### src/rtl/pa_dtu_dbginfo_ring.sv
// -----------------------------------------------------------------------------
// pa_dtu_dbginfo_ring
//   Multi-snapshot debug-info capture ring. Each dbg_record pulse stores the
//   wide debug vector in a circular buffer of SNAP_DEPTH entries. CP0 drains
//   the oldest entry one READ_WIDTH-bit word at a time through a 32-bit window.
//   The buffer can either overwrite the oldest entry when full (mode=0) or
//   drop new records (mode=1). Both cases set a sticky overflow flag.
//
// Ports
//   forever_cpuclk     free-running clock
//   cpurst_b           asynchronous active-low reset
//   dbg_info_in        debug vector captured on dbg_record
//   dbg_record         capture trigger
//   cp0_dtu_rreg       CP0 read strobe  (data window at 12'hfe1)
//   cp0_dtu_wreg       CP0 write strobe (control at 12'hfe2: [0]=mode, [1]=clear)
//   cp0_dtu_addr       CP0 register address
//   cp0_dtu_wdata      CP0 write data
//   dbgfifo_regs_data  read window {slice, rptr}
//   dbgfifo_status     {8'b0, wptr, rptr, count, mode, overflow, full, empty}
// -----------------------------------------------------------------------------
module pa_dtu_dbginfo_ring #(
  parameter int INFO_WIDTH = 298,
  parameter int SNAP_DEPTH = 4,
  parameter int RPTR_WIDTH = 4
) (
  input  logic                  forever_cpuclk,
  input  logic                  cpurst_b,
  input  logic [INFO_WIDTH-1:0] dbg_info_in,
  input  logic                  dbg_record,
  input  logic                  cp0_dtu_rreg,
  input  logic                  cp0_dtu_wreg,
  input  logic [11:0]           cp0_dtu_addr,
  input  logic [31:0]           cp0_dtu_wdata,
  output logic [31:0]           dbgfifo_regs_data,
  output logic [31:0]           dbgfifo_status
);

  localparam int READ_WIDTH = 32 - RPTR_WIDTH;
  localparam int WORDS      = (INFO_WIDTH + READ_WIDTH - 1) / READ_WIDTH;
  // Pad to every word the read pointer can name, so the slice never indexes
  // past the end of the vector.
  localparam int PAD_WIDTH  = (2 ** RPTR_WIDTH) * READ_WIDTH;
  localparam int PTR_W      = $clog2(SNAP_DEPTH);
  localparam int CNT_W      = PTR_W + 1;

  localparam logic [RPTR_WIDTH-1:0] LAST_WORD = RPTR_WIDTH'(WORDS - 1);
  localparam logic [CNT_W-1:0]      FULL_CNT  = CNT_W'(SNAP_DEPTH);

  logic [PTR_W-1:0]      r_wptr;
  logic [CNT_W-1:0]      r_count;
  logic [RPTR_WIDTH-1:0] r_rptr;
  logic                  r_overflow;
  logic                  r_mode;

  logic                  w_rd;
  logic                  w_wr;
  logic                  w_clr;
  logic                  w_empty;
  logic                  w_full;
  logic                  w_rd_adv;
  logic                  w_pop;
  logic                  w_store;
  logic                  w_overwrite;
  logic                  w_ovf_evt;
  logic [CNT_W-1:0]      w_count_next;
  logic [PTR_W-1:0]      w_oldest;
  logic [INFO_WIDTH-1:0] w_entry [SNAP_DEPTH];
  logic [PAD_WIDTH-1:0]  w_padded;
  logic [READ_WIDTH-1:0] w_slice;

  assign w_rd    = cp0_dtu_rreg && (cp0_dtu_addr == 12'hfe1);
  assign w_wr    = cp0_dtu_wreg && (cp0_dtu_addr == 12'hfe2);
  assign w_clr   = w_wr && cp0_dtu_wdata[1];
  assign w_empty = (r_count == '0);
  assign w_full  = (r_count == FULL_CNT);

  assign w_rd_adv = w_rd && !w_empty;
  // Last-word read retires the oldest entry.
  assign w_pop    = w_rd_adv && (r_rptr == LAST_WORD);

  // A record is stored if there is room, if the same-cycle pop frees a slot,
  // or if overwrite mode lets it replace the oldest entry. Clear wins.
  assign w_store     = !w_clr && dbg_record && (!w_full || w_pop || !r_mode);
  assign w_overwrite = !w_clr && dbg_record && w_full && !w_pop && !r_mode;
  assign w_ovf_evt   = !w_clr && dbg_record && w_full && !w_pop;

  always_comb begin
    w_count_next = r_count;
    if (w_store && !w_pop && !w_overwrite) begin
      w_count_next = r_count + CNT_W'(1);
    end else if (w_pop && !w_store) begin
      w_count_next = r_count - CNT_W'(1);
    end
  end

  // When full the low count bits are zero, so oldest collapses onto wptr.
  assign w_oldest = r_wptr - r_count[PTR_W-1:0];

  genvar gi;
  generate
    for (gi = 0; gi < SNAP_DEPTH; gi++) begin : g_entry
      logic [INFO_WIDTH-1:0] r_data;
      always_ff @(posedge forever_cpuclk or negedge cpurst_b) begin
        if (!cpurst_b) begin
          r_data <= '0;
        end else if (w_store && (r_wptr == PTR_W'(gi))) begin
          r_data <= dbg_info_in;
        end
      end
      assign w_entry[gi] = r_data;
    end
  endgenerate

  assign w_padded = PAD_WIDTH'(w_entry[w_oldest]);
  assign w_slice  = w_padded[READ_WIDTH*r_rptr +: READ_WIDTH];

  assign dbgfifo_regs_data = {(w_empty ? {READ_WIDTH{1'b0}} : w_slice), r_rptr};
  assign dbgfifo_status    = {8'd0, 8'(r_wptr), 4'(r_rptr), 8'(r_count),
                              r_mode, r_overflow, w_full, w_empty};

  always_ff @(posedge forever_cpuclk or negedge cpurst_b) begin
    if (!cpurst_b) begin
      r_wptr     <= '0;
      r_count    <= '0;
      r_rptr     <= '0;
      r_overflow <= 1'b0;
      r_mode     <= 1'b0;
    end else if (w_clr) begin
      r_wptr     <= '0;
      r_count    <= '0;
      r_rptr     <= '0;
      r_overflow <= 1'b0;
      r_mode     <= cp0_dtu_wdata[0];
    end else begin
      // Mode written now only affects records from the next cycle onward.
      if (w_wr) begin
        r_mode <= cp0_dtu_wdata[0];
      end
      if (w_store) begin
        r_wptr <= r_wptr + PTR_W'(1);
      end
      r_count <= w_count_next;
      // An overwrite replaces the entry being read, so restart at word 0.
      if (w_overwrite) begin
        r_rptr <= '0;
      end else if (w_rd_adv) begin
        r_rptr <= w_pop ? '0 : r_rptr + RPTR_WIDTH'(1);
      end
      if (w_ovf_evt) begin
        r_overflow <= 1'b1;
      end
    end
  end

endmodule

### config.mk
export PLATFORM = sky130hd
export DESIGN_NAME = pa_dtu_dbginfo_ring
export DESIGN_NICKNAME = d
export VERILOG_FILES = /design/src/rtl/pa_dtu_dbginfo_ring.sv
export SDC_FILE = /design/constraint.sdc
export NUM_CORES = 2
export LEC_CHECK = 0
export CORE_MARGIN = 1
export CORE_UTILIZATION = 55
export CTS_BUF_LIST = sky130_fd_sc_hd__clkbuf_4
export CTS_CLUSTER_SIZE = 14
export DETAILED_ROUTE_END_ITERATION = 10
export PLACE_DENSITY = 0.75
export RECOVER_POWER = 50
export SKIP_CTS_REPAIR_TIMING = 1
export SLEW_MARGIN = 20
export SYNTH_ARGS = -nofsm -noshare
export SYNTH_HDL_FRONTEND = slang
export SYNTH_SLANG_ARGS = --single-unit
export TNS_END_PERCENT = 20
### constraint.sdc
create_clock -name forever_cpuclk -period 11.7 [get_ports forever_cpuclk]
set_input_delay 3.51 -clock forever_cpuclk [delete_from_list [all_inputs] [get_ports forever_cpuclk]]
set_output_delay 3.51 -clock forever_cpuclk [all_outputs]
set_load 0.05 [all_outputs]
; ---- After elaboration in Yosys (flattened, before gate mapping)
; Cells that the tools add are included.
[totals]
ff_bits = 1203
latchBits = 0
mem_bits_rw = 0
romBits = 0
out_inout_bits = 64
word_cells = 75
memories = 0
[classes]
add_sub_neg = 5
mul = 1
n_div = 0
n_lt_le_gt_ge = 1
eq_ne = 7
shifts = 1
mux = 17
n_bitwise = 1
n_reduce_logical = 33
[ops]
columns = operator, count
row1 = 298-bit binary-select mux with 2-bit select, 1
row2 = 298-bit 2-to-1 mux, 2
row3 = 448-bit by 10-bit indexed part select with 28-bit output, 1
row4 = 28-bit 2-to-1 mux, 1
row5 = 12-bit equality test (second input constant), 2
row6 = 1-bit logical AND, 17
row7 = 4-bit 2-to-1 mux, 4
row8 = 3-bit 2-to-1 mux, 3
row9 = 1-bit zero test, 7
row10 = 3-bit by 4-bit multiplier with 7-bit output (first input constant), 1
row11 = 2-bit nonzero test, 3
row12 = 3-bit nonzero test, 2
row13 = 4-bit by 1-bit adder with 4-bit output (second input constant), 1
row14 = 2-bit equality test (second input constant), 2
row15 = 4-bit equality test (second input constant), 1
row16 = 1-bit 2-to-1 mux, 4
row17 = 2-bit 2-to-1 mux, 2
row18 = 3-bit by 1-bit adder with 3-bit output (second input constant), 1
row19 = 3-bit equality test (second input constant), 1
row20 = 3-bit greater-or-equal comparator (second input constant), 1
row21 = 3-bit zero test, 1
row22 = 2-bit inverter with 3-bit output, 1
row23 = 3-bit by 1-bit subtractor with 3-bit output (second input constant), 1
row24 = 2-bit by 1-bit adder with 2-bit output (second input constant), 1
row25 = 4 further kinds, 5

; ---- Depth between registers and ports, before layout
[logic_depth]
word_depth = 12
depth_mapped = 14
mapped_depth_nobuf = 11

; ---- Worst setup path before layout
; OpenSTA, ideal clock, no wires.
[synth_path]
path_kind = register to output
start = register r_wptr[0]
end = output dbgfifo_regs_data[12]
arrival_ns = 3.465
path_slack_ns = 4.725
path_stages_with_launch = 12
path_buffers = 4
path_cell_list = dfrtp_1 > inv_1 > ha_1 > buf_2 > buf_2 > buf_2 > nor2_1 > clkbuf_1 > a22o_1 > nand3_1 > nand4_1 > a31oi_1
[synth_via]
elab_chain_len = 7
[synth_lines]
columns = element, line_no
row1 = start: declaration, 49  ; logic [PTR_W-1:0] r_wptr;
row2 = start signal: assignment, 140  ; r_wptr <= r_wptr + PTR_W'(1);
row3 = 2-bit subtractor, 97  ; assign w_oldest = r_wptr - r_count[PTR_W-1:0];
row4 = 2-bit inverter with 3-bit output (implied by the code), 114  ; assign w_padded = PAD_WIDTH'(w_entry[w_oldest]);
row5 = 298-bit binary-select mux with 2-bit select, 114
row6 = 298-bit 2-to-1 mux (implied by the code) (2 in series), 114
row7 = 448-bit by 10-bit indexed part select with 28-bit output, 115  ; assign w_slice = w_padded[READ_WIDTH*r_rptr +: READ_WIDTH];
row8 = 28-bit 2-to-1 mux, 117  ; assign dbgfifo_regs_data = {(w_empty ? {READ_WIDTH{1'b0}} : w_slice), r_rptr};
row9 = end: declaration, 34  ; output logic [31:0] dbgfifo_regs_data,
; No other way between the ends. The select of a mux whose other input is x is not followed.

; ---- Worst setup path after layout
[layout_path]
start = register r_wptr[0]
end = output dbgfifo_regs_data[14]
; The elaborated chain is that of the path after synthesis.

==> flow_summary.toml <==
[placed_design]
portBuffers = 361
place_hpwl_um = 101000
dp_cells = 5685
place.gp.congestion = 0.830
postPlaceCellArea_mm2 = 0.0632

[power]
peakVddDrop_mv = 0.654
total_leakage_power_uw = 0.0316
power_density_mw_per_mm2 = 352

[clock_network]
clk_pin_slew_ps = 70
cts.sinks = 1203
cts_buffers = 326
clockBufferDepth = 4
cts_root_buf = "clkbuf_4"
cts.htree.levels = 5
cts_tree = "done"
clk_latency_ps = 1210

[synthesis]
yosys-top-cells-count = "dfrtp_1, mux2_4, nand2_1"
ys_ff_latch = 1203
yosysMostFrequentCell = "dfrtp_1"
synth_edf_count = 0
yosys_warnings = 0
ys_seq_area_share_pct = 50.8
postSynthCellCount = 4171
synth_ff_type = "dfrtp_1"
synth.avg_cell_area_um2 = 14.2
ys_async_sr_fraction_pct = 100
synth_area_leaders = "dfrtp_1, mux2_4, mux2_2, mux4_2, nand2_1"
ys_types = 64
synth_top_area_cell = "dfrtp_1"
synth_top_area_share_pct = 50.8
synth_area_mm2 = 0.0593

[global_route]
use_met2_pct = 46.6
gr-max-usage-layer = "met2"
grtUsageMet3_pct = 7.35
grt_use_met1_pct = 40.5
grt_use_total_pct = 29.9
grt_overflow_total = 0
antenna_found_initial = 50
first_global_vias = 39600
grt_pass1_wl_um = 246000
grt_max_degree = 174

[routing]
drt_wl_total_um = 162000
drc = 0
drtAntennaViolNets = 0
wl_per_cell_um = 26.0
viasPerCell = 6.01
drtPass1Iterations = 5
drtIter0Drc = 2974
vias = 37400

[cells_and_area]
multi_input_area_mm2 = 0.0270
regArea_mm2 = 0.0301
stdcell_area_mm2 = 0.0670
instances_no_fill = 6228
syn_to_final_growth_pct = 13.0
fin_nets = 4965
drive_gt1_share_pct = 38.9
final.fill_count = 8087

[sta]
hold_viol_final = 0
drv_slew = 546
fin_crit_sh_pct = 85.5
fmax_ghz = 0.100
setup_violations = 0
fin_crit_ps = 10000
slew_headroom_pct = -235
rsz0062_at_grt = "false"
fin_tns_setup_ps = 0
finClkSkew_ps = 120
worst_pin_slew_ps = 5020

[floorplanning]
dieHeight_um = 330
rows = 120
dieArea_mm2 = 0.109
die_w_um = 330
initial_core_util_pct = 55.4
ioPinCount = 411
fp.coreArea_mm2 = 0.107

[worst_setup_path]
critPathRequiredTime_ps = 8190
critPathKind = "reg2out"
r2r_slack_ps = 3140
critPathMaxFanout = 32
critPathCaptureType = "output port"
cp-start-kind = "register"
arrival_ps = 6490

[outcome]
status = "finished, violations left"
violations = "max-capacitance violations, max-slew violations"

[job]
drv_cap = 7

[worst_hold_path]
hold_path.class = "reg2reg"
-- metrics by stage --
stage	total power [µW]	utilization (%)	setup WS, ps	hold WS [ps]
after floorplan	16600	-	4730	467
after global placement	19500	59.1	3070	482
after detailed placement	19900	59.1	3070	486
after CTS	23500	62.6	1730	502
after global routing	24800	62.6	886	512
final	23600	62.6	1700	498
-- final timing paths --
kind                                                       to                                from  cells past startpoint
setup / recovery                        dbgfifo_regs_data[14]               r_wptr[0]$_DFFE_PN0P_                      9
hold / removal             g_entry[2].r_data[168]$_DFFE_PN0P_  g_entry[2].r_data[168]$_DFFE_PN0P_                      1
setup reg to reg            g_entry[0].r_data[43]$_DFFE_PN0P_              r_count[0]$_DFFE_PN0P_                      9
hold reg to reg            g_entry[2].r_data[168]$_DFFE_PN0P_  g_entry[2].r_data[168]$_DFFE_PN0P_                      1
max in group asynchronous  g_entry[1].r_data[178]$_DFFE_PN0P_                            cpurst_b                      2
min in group asynchronous  g_entry[1].r_data[163]$_DFFE_PN0P_                            cpurst_b                      1
-- worst max-delay path, stage by stage, from the launching register on --
cell and delay, ps:
dfrtp_1 410, inv_1 150, ha_4 660, nand2_1 840, nor2_4 920, buf_4 560, a32oi_1 170, nand4_1 450
a31oi_1 260, clkdlybuf4s50_1 790
-- final cells by class --
class	count	area share (%)
sequential	1203	44.9
multi-input combinational	2643	40.3
timing repair buffer	426	6.36
clock buffer	453	5.07
tap	1403	2.62
clock inverter	65	0.599
antenna	25	0.0934
inverter	10	0.0597
-- cells in the final DEF, fill, tap and decap left out, types with 13 or more instances in the layout --
cell type	count
a21oi_1	41
a311oi_1	13
a31oi_1	107
a32oi_1	65
and3_1	26
buf_12	14
buf_4	45
clkbuf_4	453
clkdlybuf4s50_1	359
clkinv_1	45
conb_1	19
dfrtp_1	1200
diode_2	25
mux2_2	340
mux2_4	871
mux2i_1	159
mux4_2	91
nand2_1	488
nand3_1	102
nand4_1	33
nor2_1	42
nor2b_1	13
o21ai_0	50
o221ai_1	22
o22ai_1	38
-- sequential cells by signal, summed over array words and instances (netlist names) --
name            cells
r_rptr              4
r_mode              1
r_overflow          1
r_wptr              2
g_entry.r_data   1192
r_count             3
-- per-layer routing --
| layer | up-vias | wire (µm) |
|---|---|---|
| li1 | 16200 | - |
| met1 | 19500 | 68100 |
| met2 | 1361 | 76400 |
| met3 | 317 | 12100 |
| met4 | 46 | 4970 |
| met5 | - | 314 |
-- cells by family (layout without fill, tap and decap cells) --
logic type / after synthesis / after routing / synth area share, %
AO/OA/AOI/OAI: 389 / 389 / 4.55
XOR/XNOR: 8 / 8 / 0.167
adder cells (fa/ha/maj): 8 / 8 / 0.181
buffers and inverters: 343 / 954 / 3.92
flip-flops: 1203 / 1203 / 50.8
multiplexers: 1470 / 1470 / 34.9
other: 1 / 44 / 0.00632
AND/OR/NAND/NOR: 749 / 749 / 5.56
-- power by group --
group | leakage, µW | switching (µW) | internal (µW)
Combinational | 0.0151 | 6390 | 6060
Sequential | 0.0142 | 1250 | 6310
Clock | 0.00228 | 1720 | 1880
Total | 0.0316 | 9360 | 14200
(Power assumes the default switching activity.)
